==> src/rtl/sync_fifo_param_pkg.sv <==
// Package: sync_fifo_pkg
// Purpose: shared types, default sizes and helper for the parametrised
//          single-clock FIFO (sync_fifo_param) and its sub-blocks.
// Contents:
//   fifo_flags_t    registered status flags {full, empty, almost_full, almost_empty}
//   DEFAULT_DATA_W  default data width
//   DEFAULT_DEPTH   default number of entries
//   clog2_depth()   address width for a given depth (never below 1)
package sync_fifo_pkg;

  localparam int DEFAULT_DATA_W = 8;
  localparam int DEFAULT_DEPTH  = 8;

  typedef struct packed {
    logic full;
    logic empty;
    logic almost_full;
    logic almost_empty;
  } fifo_flags_t;

  function automatic int clog2_depth(input int depth);
    return (depth <= 2) ? 1 : $clog2(depth);
  endfunction

endpackage

==> src/rtl/sync_fifo_param_if.sv <==
// Interface: sync_fifo_param_if
// Purpose: producer/consumer bundle of the single-clock FIFO.
// Modports:
//   master  drives clear, write_en, data_in, read_en; observes data/status
//   slave   the FIFO side (drives data_out, full, empty, almost_full,
//           almost_empty, count, overflow, underflow)
interface sync_fifo_param_if
  import sync_fifo_pkg::*;
#(
  parameter int DATA_W = DEFAULT_DATA_W,
  parameter int DEPTH  = DEFAULT_DEPTH
);
  localparam int CNT_W = clog2_depth(DEPTH) + 1;

  logic              clear;
  logic              write_en;
  logic [DATA_W-1:0] data_in;
  logic              read_en;
  logic [DATA_W-1:0] data_out;
  logic              full;
  logic              empty;
  logic              almost_full;
  logic              almost_empty;
  logic [CNT_W-1:0]  count;
  logic              overflow;
  logic              underflow;

  modport master (
    output clear, write_en, data_in, read_en,
    input  data_out, full, empty, almost_full, almost_empty, count, overflow, underflow
  );

  modport slave (
    input  clear, write_en, data_in, read_en,
    output data_out, full, empty, almost_full, almost_empty, count, overflow, underflow
  );

endinterface

==> src/rtl/sync_fifo_param_mem.sv <==
// Module: sync_fifo_mem
// Purpose: DEPTH x DATA_W storage, one synchronous write port and one
//          asynchronous (address-indexed) read port. No reset: contents
//          survive reset and flush.
// Ports:
//   clk       clock, rising edge
//   we_i      write enable
//   waddr_i   write index
//   wdata_i   write data
//   raddr_i   read index
//   rdata_o   read data (combinational from raddr_i)
module sync_fifo_mem
  import sync_fifo_pkg::*;
#(
  parameter int DATA_W = DEFAULT_DATA_W,
  parameter int DEPTH  = DEFAULT_DEPTH,
  parameter int ADDR_W = clog2_depth(DEPTH)
) (
  input  logic              clk,
  input  logic              we_i,
  input  logic [ADDR_W-1:0] waddr_i,
  input  logic [DATA_W-1:0] wdata_i,
  input  logic [ADDR_W-1:0] raddr_i,
  output logic [DATA_W-1:0] rdata_o
);

  logic [DATA_W-1:0] mem_q [DEPTH];

  always_ff @(posedge clk) begin
    if (we_i) mem_q[waddr_i] <= wdata_i;
  end

  assign rdata_o = mem_q[raddr_i];

endmodule

==> src/rtl/sync_fifo_param.sv <==
// Module: sync_fifo_param
// Purpose: parametrised single-clock FIFO with occupancy count,
//          almost_full/almost_empty thresholds, sticky overflow/underflow
//          and synchronous flush (clear).
// Ports:
//   clk     clock, rising edge
//   reset   asynchronous, active-low reset
//   bus     sync_fifo_param_if.slave (clear, write_en, data_in, read_en in;
//           data_out, full, empty, almost_full, almost_empty, count,
//           overflow, underflow out)
// Configuration:
//   SYNC_FIFO_FWFT_EN  defined   -> first-word-fall-through: data_out shows
//                                   the head word whenever not empty, 0 when empty
//                      undefined -> registered read, head word on data_out
//                                   after the accepting edge
module sync_fifo_param
  import sync_fifo_pkg::*;
#(
  parameter int DATA_W    = DEFAULT_DATA_W,
  parameter int DEPTH     = DEFAULT_DEPTH,
  parameter int AF_THRESH = 6,
  parameter int AE_THRESH = 2
) (
  input  logic              clk,
  input  logic              reset,
  sync_fifo_param_if.slave  bus
);

  localparam int ADDR_W = clog2_depth(DEPTH);
  localparam int PTR_W  = ADDR_W + 1;

  localparam logic [PTR_W-1:0] DEPTH_C = PTR_W'(DEPTH);
  localparam logic [PTR_W-1:0] AF_C    = PTR_W'(AF_THRESH);
  localparam logic [PTR_W-1:0] AE_C    = PTR_W'(AE_THRESH);

  if ((DEPTH < 2) || ((DEPTH & (DEPTH - 1)) != 0)) begin : g_bad_depth
    $fatal(1, "sync_fifo_param: DEPTH must be a power of 2 and >= 2");
  end
  if ((AF_THRESH < 1) || (AF_THRESH > DEPTH)) begin : g_bad_af
    $fatal(1, "sync_fifo_param: AF_THRESH out of range 1..DEPTH");
  end
  if ((AE_THRESH < 0) || (AE_THRESH > DEPTH - 1)) begin : g_bad_ae
    $fatal(1, "sync_fifo_param: AE_THRESH out of range 0..DEPTH-1");
  end

  logic [PTR_W-1:0]  wr_ptr_q, wr_ptr_d;
  logic [PTR_W-1:0]  rd_ptr_q, rd_ptr_d;
  logic [PTR_W-1:0]  count_q, count_d;
  fifo_flags_t       flags_q, flags_d;
  logic              ovf_q, ovf_d;
  logic              unf_q, unf_d;
  logic              rd_ok, wr_ok;
  logic [DATA_W-1:0] mem_rdata;

  always_comb begin
    rd_ok = bus.read_en & ~flags_q.empty;
    // a full FIFO still takes a write when the same cycle frees a slot
    wr_ok = bus.write_en & (~flags_q.full | rd_ok);

    wr_ptr_d = wr_ptr_q;
    rd_ptr_d = rd_ptr_q;
    ovf_d    = ovf_q;
    unf_d    = unf_q;

    if (bus.clear) begin
      wr_ptr_d = '0;
      rd_ptr_d = '0;
      ovf_d    = 1'b0;
      unf_d    = 1'b0;
    end else begin
      if (wr_ok) wr_ptr_d = wr_ptr_q + PTR_W'(1);
      if (rd_ok) rd_ptr_d = rd_ptr_q + PTR_W'(1);
      if (bus.write_en & ~wr_ok) ovf_d = 1'b1;
      if (bus.read_en & ~rd_ok)  unf_d = 1'b1;
    end

    // the wrap bit makes the pointer difference span 0..DEPTH
    count_d = wr_ptr_d - rd_ptr_d;

    flags_d.full         = (count_d == DEPTH_C);
    flags_d.empty        = (count_d == '0);
    flags_d.almost_full  = (count_d >= AF_C);
    flags_d.almost_empty = (count_d <= AE_C);
  end

  always_ff @(posedge clk or negedge reset) begin
    if (!reset) begin
      wr_ptr_q <= '0;
      rd_ptr_q <= '0;
      count_q  <= '0;
      flags_q  <= '{full: 1'b0, empty: 1'b1, almost_full: 1'b0, almost_empty: 1'b1};
      ovf_q    <= 1'b0;
      unf_q    <= 1'b0;
    end else begin
      wr_ptr_q <= wr_ptr_d;
      rd_ptr_q <= rd_ptr_d;
      count_q  <= count_d;
      flags_q  <= flags_d;
      ovf_q    <= ovf_d;
      unf_q    <= unf_d;
    end
  end

  sync_fifo_mem #(
    .DATA_W (DATA_W),
    .DEPTH  (DEPTH),
    .ADDR_W (ADDR_W)
  ) u_mem (
    .clk     (clk),
    .we_i    (wr_ok & ~bus.clear),
    .waddr_i (wr_ptr_q[ADDR_W-1:0]),
    .wdata_i (bus.data_in),
    .raddr_i (rd_ptr_q[ADDR_W-1:0]),
    .rdata_o (mem_rdata)
  );

`ifdef SYNC_FIFO_FWFT_EN
  assign bus.data_out = flags_q.empty ? '0 : mem_rdata;
`else
  logic [DATA_W-1:0] data_q, data_d;

  always_comb begin
    data_d = data_q;
    if (bus.clear)  data_d = '0;
    else if (rd_ok) data_d = mem_rdata;
  end

  always_ff @(posedge clk or negedge reset) begin
    if (!reset) data_q <= '0;
    else        data_q <= data_d;
  end

  assign bus.data_out = data_q;
`endif

  assign bus.full         = flags_q.full;
  assign bus.empty        = flags_q.empty;
  assign bus.almost_full  = flags_q.almost_full;
  assign bus.almost_empty = flags_q.almost_empty;
  assign bus.count        = count_q;
  assign bus.overflow     = ovf_q;
  assign bus.underflow    = unf_q;

endmodule

==> src/flat_wrapper.sv <==
// flat-port wrapper written by rule: the top's interface ports become plain ports
module sync_fifo_param_flat import sync_fifo_pkg::*;
#(
  parameter int DATA_W    = DEFAULT_DATA_W,
  parameter int DEPTH     = DEFAULT_DEPTH,
  parameter int AF_THRESH = 6,
  parameter int AE_THRESH = 2
)
  (clk, reset, bus_clear, bus_write_en, bus_data_in, bus_read_en, bus_data_out, bus_full, bus_empty, bus_almost_full, bus_almost_empty, bus_count, bus_overflow, bus_underflow);
  sync_fifo_param_if #(.DATA_W(DATA_W), .DEPTH(DEPTH)) bus_i ();
  input  logic clk;
  input  logic reset;
  input wire logic [$bits(bus_i.clear)-1:0] bus_clear;
  input wire logic [$bits(bus_i.write_en)-1:0] bus_write_en;
  input wire logic [$bits(bus_i.data_in)-1:0] bus_data_in;
  input wire logic [$bits(bus_i.read_en)-1:0] bus_read_en;
  output wire logic [$bits(bus_i.data_out)-1:0] bus_data_out;
  output wire logic [$bits(bus_i.full)-1:0] bus_full;
  output wire logic [$bits(bus_i.empty)-1:0] bus_empty;
  output wire logic [$bits(bus_i.almost_full)-1:0] bus_almost_full;
  output wire logic [$bits(bus_i.almost_empty)-1:0] bus_almost_empty;
  output wire logic [$bits(bus_i.count)-1:0] bus_count;
  output wire logic [$bits(bus_i.overflow)-1:0] bus_overflow;
  output wire logic [$bits(bus_i.underflow)-1:0] bus_underflow;
  assign bus_i.clear = bus_clear;
  assign bus_i.write_en = bus_write_en;
  assign bus_i.data_in = bus_data_in;
  assign bus_i.read_en = bus_read_en;
  assign bus_data_out = bus_i.data_out;
  assign bus_full = bus_i.full;
  assign bus_empty = bus_i.empty;
  assign bus_almost_full = bus_i.almost_full;
  assign bus_almost_empty = bus_i.almost_empty;
  assign bus_count = bus_i.count;
  assign bus_overflow = bus_i.overflow;
  assign bus_underflow = bus_i.underflow;
  sync_fifo_param #(.DATA_W(DATA_W), .DEPTH(DEPTH), .AF_THRESH(AF_THRESH), .AE_THRESH(AE_THRESH)) u_core (.clk(clk), .reset(reset), .bus(bus_i));
endmodule
==> config.mk <==
export PLATFORM = sky130hd
export DESIGN_NAME = sync_fifo_param_flat
export DESIGN_NICKNAME = d
export VERILOG_FILES = /design/src/rtl/sync_fifo_param_pkg.sv /design/src/rtl/sync_fifo_param_if.sv /design/src/rtl/sync_fifo_param_mem.sv /design/src/rtl/sync_fifo_param.sv /design/src/flat_wrapper.sv
export SDC_FILE = /design/constraint.sdc
export NUM_CORES = 1
export LEC_CHECK = 0
export CORE_UTILIZATION = 43
export CTS_CLUSTER_DIAMETER = 80
export DETAILED_ROUTE_END_ITERATION = 6
export HOLD_SLACK_MARGIN = 0.05
export PLACE_DENSITY = 0.67
export SYNTH_ARGS = -nofsm -noshare
export SYNTH_HDL_FRONTEND = slang
export SYNTH_SLANG_ARGS = --single-unit
==> constraint.sdc <==
create_clock -name clk -period 2.4 [get_ports clk]
set_input_delay 0.48 -clock clk [delete_from_list [all_inputs] [get_ports clk]]
set_output_delay 0.48 -clock clk [all_outputs]
set_load 0.01 [all_outputs]
# ---- Word-level counts from Yosys, hierarchy flattened
# Memories as Yosys holds them, arrays and structs flattened.
# Index checks and enable logic that the tools add are counted.
dict set report word_totals {
  reg_bits 26
  mem_bits_rw 64
  in_bits 13
  elab_cells 44
  mem_count 1
}
# name depth width rd rd_ports_with_merged_regs wr line
set memory_table {}
lappend memory_table {u_core.u_mem.mem_q 8 8 1 0 1 sync_fifo_param_mem.sv:27} ;# logic [DATA_W-1:0] mem_q [DEPTH];
dict set report op_classes {
  add_sub_neg 3
  order_cmp 2
  eq_ne 1
  mux 12
  n_bitwise 11
  n_reduce_logical 4
}
# op n
set op_table {}
lappend op_table {{$mux W4} 4}
lappend op_table {{$mux W8} 2}
lappend op_table {{$add A4 B1 Y4 const B} 2}
lappend op_table {{$mux W1} 6}
lappend op_table {{$reduce_bool A2 Y1} 3}
lappend op_table {{$and A1 B1 Y1} 5}
lappend op_table {{$not A1 Y1} 5}
lappend op_table {{$eq A4 B4 Y1 const B} 1}
lappend op_table {{$ge A4 B3 Y1 const B} 1}
lappend op_table {{$le A4 B2 Y1 const B} 1}
lappend op_table {{$logic_not A4 Y1} 1}
lappend op_table {{$sub A4 B4 Y4} 1}
lappend op_table {{$or A1 B1 Y1} 1}

# ---- Depth between registers and ports, before layout
# Gate-level depths: netlist (run 1).
dict set report logic_depth {
  word_depth 8
  depth_mapped 14
}

# ---- By module
# Synthesis (run 1) repeated with hierarchy kept, for this count alone.
dict set report unflattened {
  hier_cells 229
  hier_area_um2 3803.6
}
# module instances cells_per_inst area_each_um2
set modules_own_cells {}
lappend modules_own_cells {sync_fifo_mem 1 106 2531.2}
lappend modules_own_cells {sync_fifo_param 1 123 1272.5}

# ---- Worst setup path before layout (run 1)
# OpenSTA, ideal clock, no wires.
dict set report synth_path {
  path_type {flip-flop to flip-flop}
  start {register u_core.flags_q, in the netlist u_core.bus.empty}
  end {register u_core.flags_q, in the netlist u_core.bus.almost_empty}
  setup_time_ns 0.081
  arrival_time_ns 2.392
  t_required_ns 2.319
  setup_slack_ns -0.073
  path_stages_with_launch 11
  path_cell_list {dfstp_2 -> nand2b_4 -> nand2_1 -> and2_1 -> xnor2_1 -> or2_2 -> ha_1 -> fa_1 -> xor2_1 -> inv_1 -> a211oi_2}
}
# element line
set synth_lines {}
lappend synth_lines {{from (decl)} sync_fifo_param.sv:49} ;# fifo_flags_t flags_q, flags_d;
lappend synth_lines {{from (signal assigned)} sync_fifo_param.sv:91} ;# flags_q <= '{full: 1'b0, empty: 1'b1, almost_full: 1'b0, almost_empty: 1'b1};
lappend synth_lines {{from (signal assigned)} sync_fifo_param.sv:98} ;# flags_q <= flags_d;

==> results of run 1 <==
cells in the mapped netlist, types with 3 or more instances:
cell type	count
nor3_1	5
buf_4	4
mux2i_1	11
edfxtp_1	64
ha_1	5
inv_1	8
or2_2	4
a21oi_1	9
buf_6	3
nor2_1	13
mux4_2	16
xor2_1	4
dfrtp_1	24
nand2_1	7
o21ai_0	10
worst max-delay path, delay by kind of cell (launching register included):
family	cells	cell delay (ns)
adder cells (fa/ha/maj)	2	0.52
XOR/XNOR	2	0.30
buffers and inverters	1	0.10
AND/OR/NAND/NOR	4	0.61
flip-flops	1	0.56
AO/OA/AOI/OAI	1	0.19
cell families (layout without fill, tap and decap cells):
family / count (synthesis) / in the layout / share of synthesized area, %
flip-flops: 90 / 90 / 69.4
AND/OR/NAND/NOR: 43 / 43 / 6.67
multiplexers: 27 / 27 / 12.7
AO/OA/AOI/OAI: 25 / 25 / 4.01
XOR/XNOR: 7 / 7 / 1.85
adder cells (fa/ha/maj): 6 / 6 / 2.22
buffers and inverters: 21 / 99 / 3.20
where the power goes:
part / switching, W / total (W) / leakage (nW) / internal, W
Clock: 0.000577 / 0.00109 / 0.111 / 0.000511
Combinational: 0.000538 / 0.00116 / 0.735 / 0.000622
Sequential: 0.0000630 / 0.00189 / 0.918 / 0.00183
repair_timing:
| item | in CTS | in global routing |
|---|---|---|
| gates resized for setup | 11 | 5 |
| setup endpoints to repair | 5 | 5 |
| pin swaps | 6 | 5 |
| setup buffers | 1 | 1 |
routing by layer:
metal / track usage, % / share of wire [%] / vias to the layer above
li1: - / - / 968
met1: 22.3 / 41 / 1032
met2: 31.0 / 51 / 49
met3: 3.38 / 5.4 / 16
met4: 9.47 / 2.7 / 0
met5: 0 / 0 / -
final cells by class:
type / count / area (um^2)
well taps: 105 / 131
multi-input cells: 108 / 1090
clock buffers: 9 / 124
clock inverters: 7 / 95.1
inverters: 9 / 36.3
flip-flops and latches: 90 / 2570
repair buffers: 74 / 628
fillers: 647 / 3620
worst paths after layout:
check | start | slack [ns] | endpoint
max | u_core.bus.empty | 0.04 | u_core.bus.almost_empty
min | reset | 0.49 | u_core.bus.data_out[7]
max reg2reg | u_core.bus.empty | 0.04 | u_core.bus.almost_empty
min reg2reg | u_core.bus.underflow | 0.50 | u_core.bus.underflow
max in group asynchronous | reset | 1.61 | u_core.bus.empty
min in group clk | u_core.bus.underflow | 0.50 | u_core.bus.underflow
sequential cells by signal, indices dropped and copies added, names as in the netlist, 4 cells and up:
signal	count
u_core.bus.data_out	8
u_core.u_mem.mem_q	64
u_core.rd_ptr_q	4
u_core.wr_ptr_q	4
u_core.bus.count	4
stage by stage:
stage	total power, W	utilization (%)	instances	setup TNS [ns]	hold slack (ns)
global route	0.00437	56.4	402	-0.450	0.511
global placement	0.00299	52.9	384	-3.93	0.480
CTS	0.00414	56.2	401	0	0.482
detailed placement	0.00301	52.9	384	-4.23	0.483
floorplan	0.00254	-	219	0	0.184
finish	0.00414	56.4	402	0	0.487
==> results.cfg, run 1 <==
[pwr]
pwr_density_cell_nw_per_um2 = 883
p_leak_nw = 1.76
ir_worst_vdd_mv = 0.402

[cts]
clk_latency_ns = 0.37
cts_hold_buf = 0
h-tree-depth = 3
path_clk_slew_ns = 0.10
cts_tree = built
clock_path_buffers = 2
cts_made_buffers = 9
cts.sinks = 90
clock-root-buffer = clkbuf_8

[cells_and_area]
stdcell_area_um2 = 4680
layout-drive-gt1-share_pct = 34.7
most-common-layout-cells = edfxtp_1 (64), buf_4 (44), clkdlybuf4s50_1 (28)
syn2layout_area_growth_pct = 26.2
antenna_cells = 0
layout_commonest_cell = edfxtp_1
nNetsFinal = 311

[critical_path]
r2r_cells = 10
cp_max_fo = 3
cpPeakStageDelay_ns = 0.56
arrival_ns = 2.64
end_kind = flop
crit_chain = nand2b_4 -> nand2_4 -> and2_4 -> xnor2_1 -> or2_4 -> ha_4 -> fa_2 -> xor2_2 -> inv_1 -> a211oi_2
crit_path_top_delay_cell = dfstp_2
setup.worst_path.start_class = flop
worst-setup-path-type = flop to flop
required_ns = 2.68

[synth]
synth.area.top_cells = edfxtp_1 (52%), dfrtp_1 (16%), mux4_2 (9.7%)
ys_ff_latch = 90
yosys.area.top_type_share_pct = 51.8
synthArstFlopShare_pct = 28.9
synth-main-ff-cell = edfxtp_1
seq_area_frac_synth_pct = 69.4
syn_nets = 238
yosysUniqueCellTypes = 39
synth-edff-count = 64
synth_area_um2 = 3710
synth_top_area_cell = edfxtp_1
avgSynthCellArea_um2 = 17.0
synth-warning-count = 0
syn-instance-count = 219

[run]
max-cap-violations = 0

[die]
rows = 33
io-pin-count = 31
die_width_um = 94.9
die_h_um = 94.9
die_area_um2 = 9010
coreArea_um2 = 8300
start_util_pct = 44.7

[placed_design]
routabilityCongestion = 0.799
port_buffers = 30
hpwlAfterDp_mm = 4.90
place_area_um2 = 4390
dpl_worst_slack_ns = -0.531

[timing]
period_share_pct = 98.4
max_freq_ghz = 0.424
hold_violations = 0
finalWorstSetupSlack_ns = 0.0392
tightestPinTransition_ns = 0.530
fin_crit_ns = 2.36
final_max_slew_viol_count = 0
rsz0062_at_grt = true
setup_violations = 0
skew_ns = 0.0123
relSlewSlack_pct = 64.3

[global_route]
grt_overflow = 0
grt_util_all_layers_pct = 18.3
grt_pass1_vias = 2172
antenna_found_initial = 0
grt_pass1_wl_mm = 11.4
grt_start_max_net_pins = 27

[route]
drc = 0
drtIter0Drc = 114
firstDrtPassIters = 4
wire_per_inst_um = 17.6
postRouteAntennaNets = 0
routed_wirelength_mm = 7.08
vias = 2065
vias_per_cell = 5.14

[worst_hold_path]
holdCritPathClass = primary input to async pin

[status]
status = finished clean
Power figures use the tool's default switching activity.
==> inputs of run 2 (changes only) <==
Settings changed: ABC_AREA set to 1.
==> results.cfg, run 2 <==
[cells_and_area]
syn2layout_area_growth_pct = 24.4
regArea_um2 = 2570
most-common-layout-cells = edfxtp_1 (64), nor2_1 (41), buf_4 (33)
fin_cells = 470
nNetsFinal = 379
n_fill_cell = 674
regMostFlops = u_core.u_mem.mem_q
multiInputGateArea_um2 = 1050
largest_reg_flops = 64
stdcell_area_um2 = 4620
antenna_cells = 0
layout-drive-gt1-share_pct = 21.1
layout_commonest_cell = edfxtp_1

[route]
drtIter0Drc = 210
vias = 2403
wire_per_inst_um = 15.6
firstDrtPassIters = 4
vias_per_cell = 5.11
drc = 0
postRouteAntennaNets = 0
routed_wirelength_mm = 7.34

[cts]
cts.sinks = 90
clock-root-buffer = clkbuf_8
cts_tree = built
h-tree-depth = 3
path_clk_slew_ns = 0.09
cts_made_buffers = 9
clock_path_buffers = 2
clk_latency_ns = 0.35
post_cts_buffers = 0

[synth]
ys_ff_latch = 90
synth-edff-count = 64
seq_area_frac_synth_pct = 69.3
yosysUniqueCellTypes = 31
synth_top_area_cell = edfxtp_1
syn_nets = 320
syn-instance-count = 301
synth.area.top_cells = edfxtp_1 (52%), dfrtp_1 (16%), nor2_1 (4.2%)
yosys-top-cells-count = edfxtp_1 (64), nor2_1 (42), nand2_1 (28)
yosys.area.top_type_share_pct = 51.8
synth-warning-count = 0
synth-main-ff-cell = edfxtp_1
avgSynthCellArea_um2 = 12.3
synth_area_um2 = 3710
synthArstFlopShare_pct = 28.9
post-synth-top-count-cell = edfxtp_1

[global_route]
grt_overflow = 0
antenna_found_initial = 0
grt_pass1_wl_mm = 11.8
grt_pass1_vias = 2331
grt_start_max_net_pins = 35
grt_util_all_layers_pct = 18.4

[pwr]
pwr_density_cell_nw_per_um2 = 839
ir_worst_vdd_mv = 0.394
p_leak_nw = 1.78
p_total_w = 0.00388

[timing]
finalWorstSetupSlack_ns = 0.120
tightestPinTransition_ns = 0.650
hold_violations = 0
fin_crit_ns = 2.28
relSlewSlack_pct = 56.3
timing.hold.ws_ns = 0.479
skew_ns = 0.0107
max_freq_ghz = 0.439
final_max_slew_viol_count = 0
setup_violations = 0
period_share_pct = 95.0

[placed_design]
placedCellCount = 454
routabilityCongestion = 0.757
hpwlAfterDp_mm = 4.80
dpl_worst_slack_ns = -0.397
place_area_um2 = 4320
port_buffers = 30

[die]
die_width_um = 94.9
io-pin-count = 31
start_util_pct = 44.7
coreArea_um2 = 8300
rows = 33
die_area_um2 = 9010
die_h_um = 94.9

[critical_path]
worst-setup-path-type = primary input to flop
setup.worst_path.start_class = primary input
cp_max_fo = 8
r2r_slack_ns = 0.15
arrival_ns = 2.35
crit_path_top_delay_cell = nor4_1
cp_common_cell = buf_4
end_kind = flop
required_ns = 2.47
cpPeakStageDelay_ns = 0.54
crit_chain = clkdlybuf4s50_1 -> buf_4 -> inv_1 -> buf_4 -> nand2_1 -> nor4_1 -> buf_4

[run]
max-cap-violations = 0

[status]
status = finished clean

[worst_hold_path]
holdCritPathClass = primary input to async pin
==> run 2: cell types whose count changed after synthesis, moves of 8 or more <==
cell      delta
mux4_2      -16
buf_2        +9
o22ai_1      +8
o211ai_1    +16
nand2_1     +21
inv_1       +10
nor2_1      +29
o21ai_0     +16
==> run 2: kinds of logic after synthesis <==
kind of cell               synth area share (%)
and+or+nand+nor                            12.3
DFF                                        69.3
AOI/OAI and AO/OA                          9.60
buffers and inverters                      4.14
muxes                                      2.16
adders and majority gates                  2.22
xor gates and xnor gates                  0.236
==> run 2: report_power, final <==
group	leakage, nW	switching [W]	total (W)	internal (W)
clock network	0.116	0.000548	0.00115	0.000598
registers	0.918	0.0000584	0.00186	0.00180
logic	0.750	0.000467	0.000872	0.000405
==> run 2: timing repair <==
item	4_1_cts	5_1_grt
hold buffers	0	0
resized for setup	1	14
endpoints found under the setup margin	1	7
pin swaps	0	5
==> run 2: critical path, delay by kind of cell <==
| kind | cells | cell delay (ns) |
|---|---|---|
| AND/OR/NAND/NOR | 2 | 0.71 |
| buffers and inverters | 5 | 1.16 |
==> run 2: final timing paths <==
check,from,end,depth (start not counted)
worst max-delay path,bus_clear,u_core.u_mem.mem_q[0][4],7
worst min-delay path,reset,u_core.bus.count[0],2
worst max register to register,u_core.bus.empty,u_core.bus.almost_full,12
worst min register to register,u_core.bus.data_out[1],u_core.bus.data_out[1],2
max in group asynchronous,reset,u_core.bus.empty,2
min in group clk,u_core.bus.data_out[1],u_core.bus.data_out[1],2
==> run 2: through the flow <==
step / utilization, % / TNS, ns
after floorplan: - / 0
after global placement: 52.1 / -5.43
after detailed placement: 52.1 / -6.04
after CTS: 54.8 / 0
after global routing: 55.7 / -0.0197
final: 55.7 / 0
==> run 2: layer usage <==
layer / routed length [um] / up-vias / track usage (%)
met5: 0 / - / 0
met4: 103 / 0 / 7.58
met3: 304 / 8 / 3.62
met2: 3550 / 48 / 29.2
met1: 3380 / 1156 / 24.7
li1: - / 1191 / -
==> run 2: cell type report <==
type	count	area share, %
clock inverters	7	2.14
inverters	22	1.92
flip-flops and latches	90	55.7
repair buffers	63	11.9
multi-input cells	174	22.8
clock buffers	9	2.68
well taps	105	2.84
==> inputs of run 3 (changes only) <==
Settings changed: CORE_MARGIN set to 10, MAX_ROUTING_LAYER set to met4, PLACE_DENSITY 0.67 to 0.65.
Clock period 2.4 ns to 2.3 ns, I/O delays scaled along.
==> results.cfg, run 3 (synthesis gave the netlist of run 2 again) <==
[placed_design]
port_buffers = 30
place_area_um2 = 4290
hpwlAfterDp_mm = 5.05
routabilityCongestion = 0.810

[die]
rows = 33
die_width_um = 113
start_util_pct = 44.7
io-pin-count = 31
die_area_um2 = 12800
coreArea_um2 = 8300
die_h_um = 113

[cts]
cts_made_buffers = 9
cts_hold_buf = 0
clk_latency_ns = 0.36
cts.sinks = 90
h-tree-depth = 3
clock-root-buffer = clkbuf_8
path_clk_slew_ns = 0.09
clock_path_buffers = 2
cts_tree = built

[cells_and_area]
layout_commonest_cell = edfxtp_1
n_fill_cell = 697
most-common-layout-cells = edfxtp_1 (64), nor2_1 (39), buf_4 (32)
layout-drive-gt1-share_pct = 23.0
largest_reg_flops = 64
syn2layout_area_growth_pct = 24.5
antenna_cells = 0
stdcell_area_um2 = 4620
nNetsFinal = 380
regMostFlops = u_core.u_mem.mem_q

[timing]
fin_crit_ns = 2.31
setup_violations = 1
final_max_slew_viol_count = 0
tightestPinTransition_ns = 0.436
max_freq_ghz = 0.434
finalWorstSetupSlack_ns = -0.00512
period_share_pct = 100
skew_ns = 0.0117
rsz0062_at_grt = true
relSlewSlack_pct = 70.7
hold_violations = 0

[worst_hold_path]
holdCritPathClass = primary input to async pin

[pwr]
p_total_w = 0.00387
ir_worst_vdd_mv = 0.337
pwr_density_cell_nw_per_um2 = 837
p_leak_nw = 1.76

[status]
status = complete, but fails checks
violations = setup timing

[run]
max-cap-violations = 0

[route]
postRouteAntennaNets = 0
routed_wirelength_mm = 7.97
vias = 2469
firstDrtPassIters = 4
drc = 0
wire_per_inst_um = 16.9
vias_per_cell = 5.24
drtIter0Drc = 116

[critical_path]
required_ns = 2.58
worst-setup-path-type = flop to flop
cp_max_fo = 4
end_kind = flop
setup.worst_path.start_class = flop
arrival_ns = 2.59
r2r_cells = 12
r2r_slack_ns = -0.005

[global_route]
grt_pass1_wl_mm = 12.3
antenna_found_initial = 0
grt_util_all_layers_pct = 12.5
grt_overflow = 0
grt_pass1_vias = 2394
grt_start_max_net_pins = 34
[run 3: final timing paths]
kind | end | start
setup / recovery | u_core.bus.almost_full | u_core.bus.empty
hold / removal | u_core.bus.overflow | reset
setup reg to reg | u_core.bus.almost_full | u_core.bus.empty
hold reg to reg | u_core.bus.data_out[0] | u_core.bus.data_out[0]
max in group asynchronous | u_core.bus.almost_empty | reset
min in group clk | u_core.bus.data_out[0] | u_core.bus.data_out[0]
[run 3: timing repair]
action | CTS | global route
gates resized for setup | 3 | 24
endpoints found under the setup margin | 4 | 6
setup buffers | 1 | 4
pin swaps | 1 | 16
[run 3: area by class of cell]
type,instances,area [um^2],area share (%)
clock buffers,9,124,2.68
clock inverters,7,50.0,1.08
inverters,22,88.8,1.92
multi-input cells,174,1090,23.5
flip-flops and latches,90,2570,55.7
well taps,105,131,2.84
repair buffers,64,566,12.2
[run 3: metrics by stage]
stage          util [%]  hold WS (ns)  setup TNS [ns]  setup WS, ns  std cells
6_report           55.7         0.464        -0.00512      -0.00512        471
3_5_place_dp       51.7         0.466           -3.66        -0.417        450
4_1_cts            54.1         0.469               0       0.00226        467
2_1_floorplan         -         0.164               0        0.0336        301
3_3_place_gp       51.7         0.464           -3.24        -0.347        450
5_1_grt            55.7         0.506          -0.439        -0.141        471
[run 3: power by group]
part	internal, W	switching [W]
Clock	0.000398	0.000568
Sequential	0.00188	0.0000582
Combinational	0.000438	0.000526
[run 3: critical path, stage by stage (launching register included)]
cell	delay, ns
dfstp_2	0.58
inv_4	0.04
nand2_4	0.07
nand2_4	0.05
nand2_4	0.11
nor2_4	0.05
nor3_4	0.21
inv_2	0.08
ha_4	0.17
fa_2	0.37
xor2_2	0.19
buf_4	0.15
o21ai_0	0.14
[run 3: routing by layer]
layer	track usage (%)	routed length, um	vias to the layer above
li1	-	-	1191
met1	15.8	3590	1208
met2	19.1	3860	60
met3	3.38	420	10
met4	4.40	99	0
met5	-	0	-
